===== src/rtl/irq_ctrl.sv =====
// irq_ctrl: interrupt controller between peripheral request lines and the CPU.
// Each request line passes through a synchroniser. It is then latched into the
// pending register, either as a rising edge or as a level. Pending requests are
// masked, and the lowest set bit wins arbitration. Software runs a REQ/ACK/EOI
// handshake through four byte registers.
//
// Ports:
//   clk  - system clock
//   rst  - synchronous reset, active-high
//   AD   - register select: 0 PEND, 1 MASK, 2 MODE, 3 VEC
//   DI   - write data from the CPU
//   DO   - read data to the CPU, combinational from the registers
//   rw   - 1 = read, 0 = write
//   cs   - chip select
//   src  - asynchronous request lines
//   intr - registered interrupt request to the CPU
module irq_ctrl #(
  parameter int N_SRC       = 8,
  parameter int SYNC_STAGES = 2
) (
  input  logic             clk,
  input  logic             rst,
  input  logic [1:0]       AD,
  input  logic [7:0]       DI,
  output logic [7:0]       DO,
  input  logic             rw,
  input  logic             cs,
  input  logic [N_SRC-1:0] src,
  output logic             intr
);

  typedef enum logic [1:0] {IDLE = 2'b00, REQ = 2'b01, SERV = 2'b10} state_t;

  localparam logic [8:0] SRC_TOP  = 9'(1) << N_SRC;
  localparam logic [7:0] SRC_MASK = 8'(SRC_TOP - 9'd1);

  // Lowest set bit has the highest priority.
  function automatic logic [2:0] prio(input logic [7:0] v);
    prio = 3'd0;
    for (int i = 7; i >= 0; i--) begin
      if (v[i]) prio = 3'(i);
    end
  endfunction

  logic [7:0] src_ext;
  logic [7:0] sync_p [SYNC_STAGES];
  logic [7:0] sync_out;
  logic [7:0] hist_p;
  logic [7:0] pend, mask, mode;
  logic [7:0] pend_nxt, edge_set, w1c, ack_clr, act;
  logic [2:0] cur, cur_nxt;
  logic       intr_nxt;
  logic       wr, vec_wr;
  state_t     state, state_nxt;

  assign src_ext  = 8'(src);
  assign wr       = cs && !rw;
  assign vec_wr   = wr && (AD == 2'd3);
  assign sync_out = sync_p[SYNC_STAGES-1];

  // ---- stage: input synchroniser and edge history
  always_ff @(posedge clk) begin
    if (rst) begin
      for (int i = 0; i < SYNC_STAGES; i++) sync_p[i] <= 8'd0;
      hist_p <= 8'd0;
    end else begin
      sync_p[0] <= src_ext;
      for (int i = 1; i < SYNC_STAGES; i++) sync_p[i] <= sync_p[i-1];
      hist_p <= sync_out;
    end
  end

  // Edge-mode bits are sticky, and a new edge beats a clear that arrives in
  // the same cycle. Level-mode bits simply follow the synchronised line.
  assign edge_set = sync_out & ~hist_p;
  assign w1c      = (wr && AD == 2'd0) ? DI : 8'd0;
  assign pend_nxt = SRC_MASK & ((mode & ((pend & ~w1c & ~ack_clr) | edge_set))
                              | (~mode & sync_out));
  assign act      = pend & mask;

  // ---- stage: pending / mask / mode registers
  always_ff @(posedge clk) begin
    if (rst) begin
      pend <= 8'd0;
      mask <= 8'd0;
      mode <= 8'd0;
    end else begin
      pend <= pend_nxt;
      if (wr && AD == 2'd1) mask <= DI & SRC_MASK;
      if (wr && AD == 2'd2) mode <= DI & SRC_MASK;
    end
  end

  // Handshake FSM. cur is frozen while in REQ, so a higher-priority request
  // that arrives during REQ waits for the next arbitration in IDLE.
  always_comb begin
    state_nxt = state;
    cur_nxt   = cur;
    intr_nxt  = intr;
    ack_clr   = 8'd0;
    case (state)
      IDLE: begin
        intr_nxt = 1'b0;
        if (act != 8'd0) begin
          state_nxt = REQ;
          cur_nxt   = prio(act);
          intr_nxt  = 1'b1;
        end
      end
      REQ: begin
        if (vec_wr) begin
          state_nxt = SERV;
          intr_nxt  = 1'b0;
          ack_clr   = (8'd1 << cur) & mode;
        end else if (!act[cur]) begin
          // The request was withdrawn before software acknowledged it.
          state_nxt = IDLE;
          intr_nxt  = 1'b0;
        end
      end
      SERV: begin
        intr_nxt = 1'b0;
        if (vec_wr) state_nxt = IDLE;
      end
      default: begin
        state_nxt = IDLE;
        intr_nxt  = 1'b0;
      end
    endcase
  end

  // ---- stage: FSM state, current vector and interrupt output
  always_ff @(posedge clk) begin
    if (rst) begin
      state <= IDLE;
      cur   <= 3'd0;
      intr  <= 1'b0;
    end else begin
      state <= state_nxt;
      cur   <= cur_nxt;
      intr  <= intr_nxt;
    end
  end

  always_comb begin
    DO = 8'd0;
    case (AD)
      2'd0: DO = pend;
      2'd1: DO = mask;
      2'd2: DO = mode;
      2'd3: DO = {state, 3'b000, cur};
      default: DO = 8'd0;
    endcase
  end

endmodule


===== config.mk =====
export PLATFORM = sky130hd
export DESIGN_NAME = irq_ctrl
export DESIGN_NICKNAME = d
export VERILOG_FILES = /design/src/rtl/irq_ctrl.sv
export SDC_FILE = /design/constraint.sdc
export NUM_CORES = 1
export LEC_CHECK = 0
export CAP_MARGIN = 20
export CELL_PAD_IN_SITES_DETAIL_PLACEMENT = 1
export CELL_PAD_IN_SITES_GLOBAL_PLACEMENT = 1
export CORE_ASPECT_RATIO = 1.4
export CORE_UTILIZATION = 44
export DETAILED_ROUTE_END_ITERATION = 10
export DONT_BUFFER_PORTS = 1
export PLACE_DENSITY_LB_ADDON = 0.1
export SLEW_MARGIN = 5
export SYNTH_ARGS = -nofsm -noshare
export SYNTH_HDL_FRONTEND = slang
export SYNTH_SLANG_ARGS = --single-unit

===== constraint.sdc =====
create_clock -name clk -period 1.3 [get_ports clk]
set_input_delay 0.13 -clock clk [delete_from_list [all_inputs] [get_ports clk]]
set_output_delay 0.13 -clock clk [all_outputs]
set_load 0.005 [all_outputs]

; ---- Yosys cells after proc, flatten, opt, wreduce, memory -nomap -nowiden
; Memories as Yosys holds them, arrays and structs flattened.
; Cells that the tools add are included.
[totals]
regBits = 38
mem_bits_rw = 16
input_bits = 22
out_inout_bits = 9
elab_cells = 72
memories = 1
[mem_list]
columns = name, words, width, rd, rd_ports_with_merged_regs, wr, line_no
row1 = sync_p, 2, 8, 2, 0, 2, 46  ; logic [7:0] sync_p [SYNC_STAGES];
[op_classes]
magnitude_cmp = 1
eq_ne = 8
shift = 1
n_mux = 28
bitwise = 15
reduce_logical = 11
[ops]
columns = cell, n
row1 = 8-bit AND, 7
row2 = 8-bit two-way mux, 5
row3 = 8-bit NOT, 4
row4 = 8-bit case mux with 4 select lines, 1
row5 = 3-bit two-way mux, 8
row6 = 8-bit OR, 2
row7 = 2-bit two-way mux, 4
row8 = 8-bit nonzero test, 1
row9 = "1-bit by 3-bit left shift with 8-bit output, first input constant", 1
row10 = 1-bit two-way mux, 7
row11 = "2-bit == test, second input constant", 3
row12 = 2-bit case mux with 3 select lines, 1
row13 = 1-bit logical AND, 5
row14 = "2-bit by 1-bit == test with 1-bit output, second input constant", 2
row15 = 2-bit zero test, 2
row16 = "3-bit by 4-bit < comparator with 1-bit output, second input constant", 1
row17 = "2-bit != test, second input constant", 2
row18 = 1-bit binary-select mux with 3-bit select, 1
row19 = "3-bit != test, second input constant", 1
row20 = 3-bit AND reduction, 1
row21 = 1-bit OR, 2
row22 = 1-bit case mux with 2 select lines, 1
row23 = 2-bit AND reduction, 1
row24 = 1-bit zero test, 1

; ---- Longest topological paths before layout
[depth]
word_depth = 10
ltp_mapped = 5

; ---- Worst setup path before layout
; No wires, ideal clock.
[synth_path]
path_type = flip-flop to flip-flop
start = reg pend[3]
end = reg intr
arrival_time_ps = 1153
slack_ps = 8
stages_incl_launch_ff = 5
n_path_buf = 0
period_less_slack_ps = 1292
cell_sequence = dfxtp_1 and2_1 mux4_2 mux2i_1 o32ai_1
[synth_between]
elab_chain_len = 4
[synth_rtl]
columns = element, line_no
row1 = "start, declared", 49  ; logic [7:0] pend, mask, mode;
row2 = "start signal, assigned", 88  ; pend <= pend_nxt;
row3 = 8-bit AND (*), 79  ; assign act = pend & mask;
row4 = 1-bit binary-select mux with 3-bit select or 8-bit nonzero test (tied branches), "115, 104"
row5 = 1-bit two-way mux (on tied branches), "115, 104"
row6 = 3-bit != test (no line) or 1-bit case mux with 2 select lines (tied branches), n/a
row7 = "end signal, assigned", 141  ; intr <= intr_nxt;
row8 = "end, declared", 29  ; output logic intr
; Every way passes the cells marked *; elsewhere a longest branch is shown, timed or not. The select of a mux whose other input is x is not followed.
; A chain may end at the register's enable or synchronous reset.

; ---- Final worst setup path
[layout_path]
start = reg cur[0]
end = out DO[0]
[layout_between]
elab_chain_len = 1
[layout_rtl]
columns = element, line_no
row1 = "start, declared", 51  ; logic [2:0] cur, cur_nxt;
row2 = "start signal, assigned", 140  ; cur <= cur_nxt;
row3 = 8-bit case mux with 4 select lines, 147  ; case (AD)
row4 = "end, declared", 25  ; output logic [7:0] DO,
; Every way passes these cells.

==> out/metrics.csv <==
metric;value;unit
initial core utilization;45.3;%
Root Buffer;clkbuf_8;
Worst setup SP type;flip-flop;
register area;0.00111;mm²
#FFs+latches synth;54;
IO Port Bufs;0;
first-pass GRT wire length;10.4;mm
CTS sink cnt;54;
via/cell ratio;5.58;
Antenna diodes;0;
Setup violations, final;11;
critical setup path kind;reg2out;
max incr delay on CP;530;ps
Max Fclk;0.685;GHz
Largest delay share family, worst path;multiplexers;
DRT Pass-1 Iters;4;
critical-path cell list;buf_6, mux4_2;
Synth Instances;228;
antenna violations before repair;0;
minimum clock period;1460;ps
Min Hold Slack;33.8;ps
highest-count cells in the layout ignoring fill and taps;dfxtp_1, nor2b_1, nand2_1, buf_4;
worst path arrival time;1330;ps
VDD IR max;682;µV
Worst Setup End Kind;primary output;
number of DRC markers in iteration 0;53;
Worst Skew;8.25;ps
Slew @ Worst Pin;347;ps
vias in the first global route;2066;
async set-reset flop share out of synthesis;0;%
clock slew at reported path FFs;90;ps
sequential share of the synthesized area;46.3;%
number of synthesized flops with an enable pin;0;
Synth Flop Type;dfxtp_1;
overall routing resource usage;24.9;%
post-DP HPWL;4.23;mm
worst-path fanout max;10;
Syn Std Cell Area;0.00234;mm²
Die H;88.2;µm
Synth Warn #;0;
Max-Cap Viols;0;
fin nets;302;
HP Class;in2reg;
RSZ-0062 raised after global routing;yes;
TritonCTS clock tree;done;
routed len/inst;19.9;µm
fin util;60.9;%
status;finished with violations;
row cnt;31;
Antenna Nets Post-Route;0;
core area;0.00516;mm²
Max clock buf depth;2;
DP Worst Slack;-109;ps
TritonCTS Buffers;5;
Pleak;1.18;nW
largest net degree at the start of global routing;47;
Finished Cell Area;0.00314;mm²
failing checks;setup timing;
CP required;1170;ps
Slew Limit Fails;0;
Syn Nets;250;
Final Wtd Congestion;0.855;
Vias;1936;
placed inst area;0.00259;mm²
DRC Markers;0;
crit path buf inv count;1;
I/O pins;31;
DIE AREA;0.00561;mm²
worst skew pair latency;300;ps
die width;63.6;µm
Final WS setup;-160;ps
total power;3.06;mW
H-tree depth;2;
endpoints failing hold;0;
commonest non-fill, non-tap cell in the layout;dfxtp_1;
fraction of layout cells with a size suffix above 1;31.7;%
GRT overflow;0;
multi-input logic area;0.00127;mm²
Rel. slew slack;76.9;%
Total Routed Length;6.91;mm
PwrDens;975;mW/mm²
area grow syn2layout;34.3;%
Filler Cell Count;550;
period utilization;112;%
post-synth cell types;34;
CP max stage cell;mux4_2;
syn avg cell area;10.3;µm²
[cell type report]
type | instances | area share (%)
timing repair buffer | 57 | 17.8
sequential | 54 | 35.4
inverter | 2 | 0.239
tap | 66 | 2.63
multi-input combinational | 160 | 40.5
clock buffer | 7 | 2.43
clock inverter | 1 | 0.957
[path summary, 6_finish.rpt]
check	depth (start not counted)	from	slack, ps	end
setup / recovery	2	cur[0]	-160	DO[0]
setup reg to reg	6	pend[3]	-160	cur[0]
hold / removal	2	rst	30	cur[0]
hold reg to reg	1	sync_p[0][3]	450	sync_p[0][11]
[power by group]
| group | leakage [nW] | switching [mW] | internal [mW] |
|---|---|---|---|
| sequential | 0.450 | 0.0276 | 1.70 |
| combinational | 0.681 | 0.0978 | 0.138 |
| clock | 0.0524 | 0.520 | 0.577 |
[layer usage]
layer	global-route usage [%]	share of wire (%)
met5	0	0
met4	10.7	2.7
met3	3.22	4.2
met2	47.1	56
met1	27.6	38
[worst reg2reg max path, stage by stage, from the launching register on]
cell and delay (ps):
dfxtp_2 340, buf_6 120, a22o_4 230, o41ai_4 350, buf_4 190, nand3b_1 90, o41ai_2 50
[state kept, by name (all words and copies together) (netlist names)]
signal  flops
mask        8
sync_p     16
hist_p      8
pend        8
intr        1
cur         3
mode        8
state       2
[synth_stat cells, drive strengths merged (4+ instances only)]
library cell  instances  share of area [%]
nand2                25                4.0
mux2i                20                8.6
and2                  8                2.1
clkbuf                5               0.80
nand2b                4                1.1
a211oi                8                2.6
nand3                 4               0.86
buf                   7                1.8
nand3b                4                1.3
a22o                 12                4.5
dfxtp                54                 46
mux4                  7                6.7
nor2b                26                7.0
o21ai                 4               0.86
nor2                 19                3.1
[per-stage QoR]
stage	setup TNS, ps	std cells
finish	-980	347
global route	-1440	347
CTS	-973	342
detailed placement	-481	311
global placement	-65.7	311
floorplan	0	228
[repair_timing]
| action | in CTS | in global routing |
|---|---|---|
| hold buffers | 17 | 1 |
| endpoints found under the setup margin | 12 | 18 |
| buffers inserted | 6 | 4 |
| pin swaps | 5 | 7 |
| cloned | 0 | 0 |
| hold endpoints to repair | 46 | 1 |
| gates resized for setup | 30 | 22 |
[kinds of logic after synthesis]
group                  count (synthesis)  share of synthesized area [%]
AOI/OAI and AO/OA                     34                           12.2
muxes                                 27                           15.3
buffers and inverters                 14                           2.94
and+or+nand+nor                       99                           23.3
DFF                                   54                           46.3
Power figures use the tool's default switching activity.
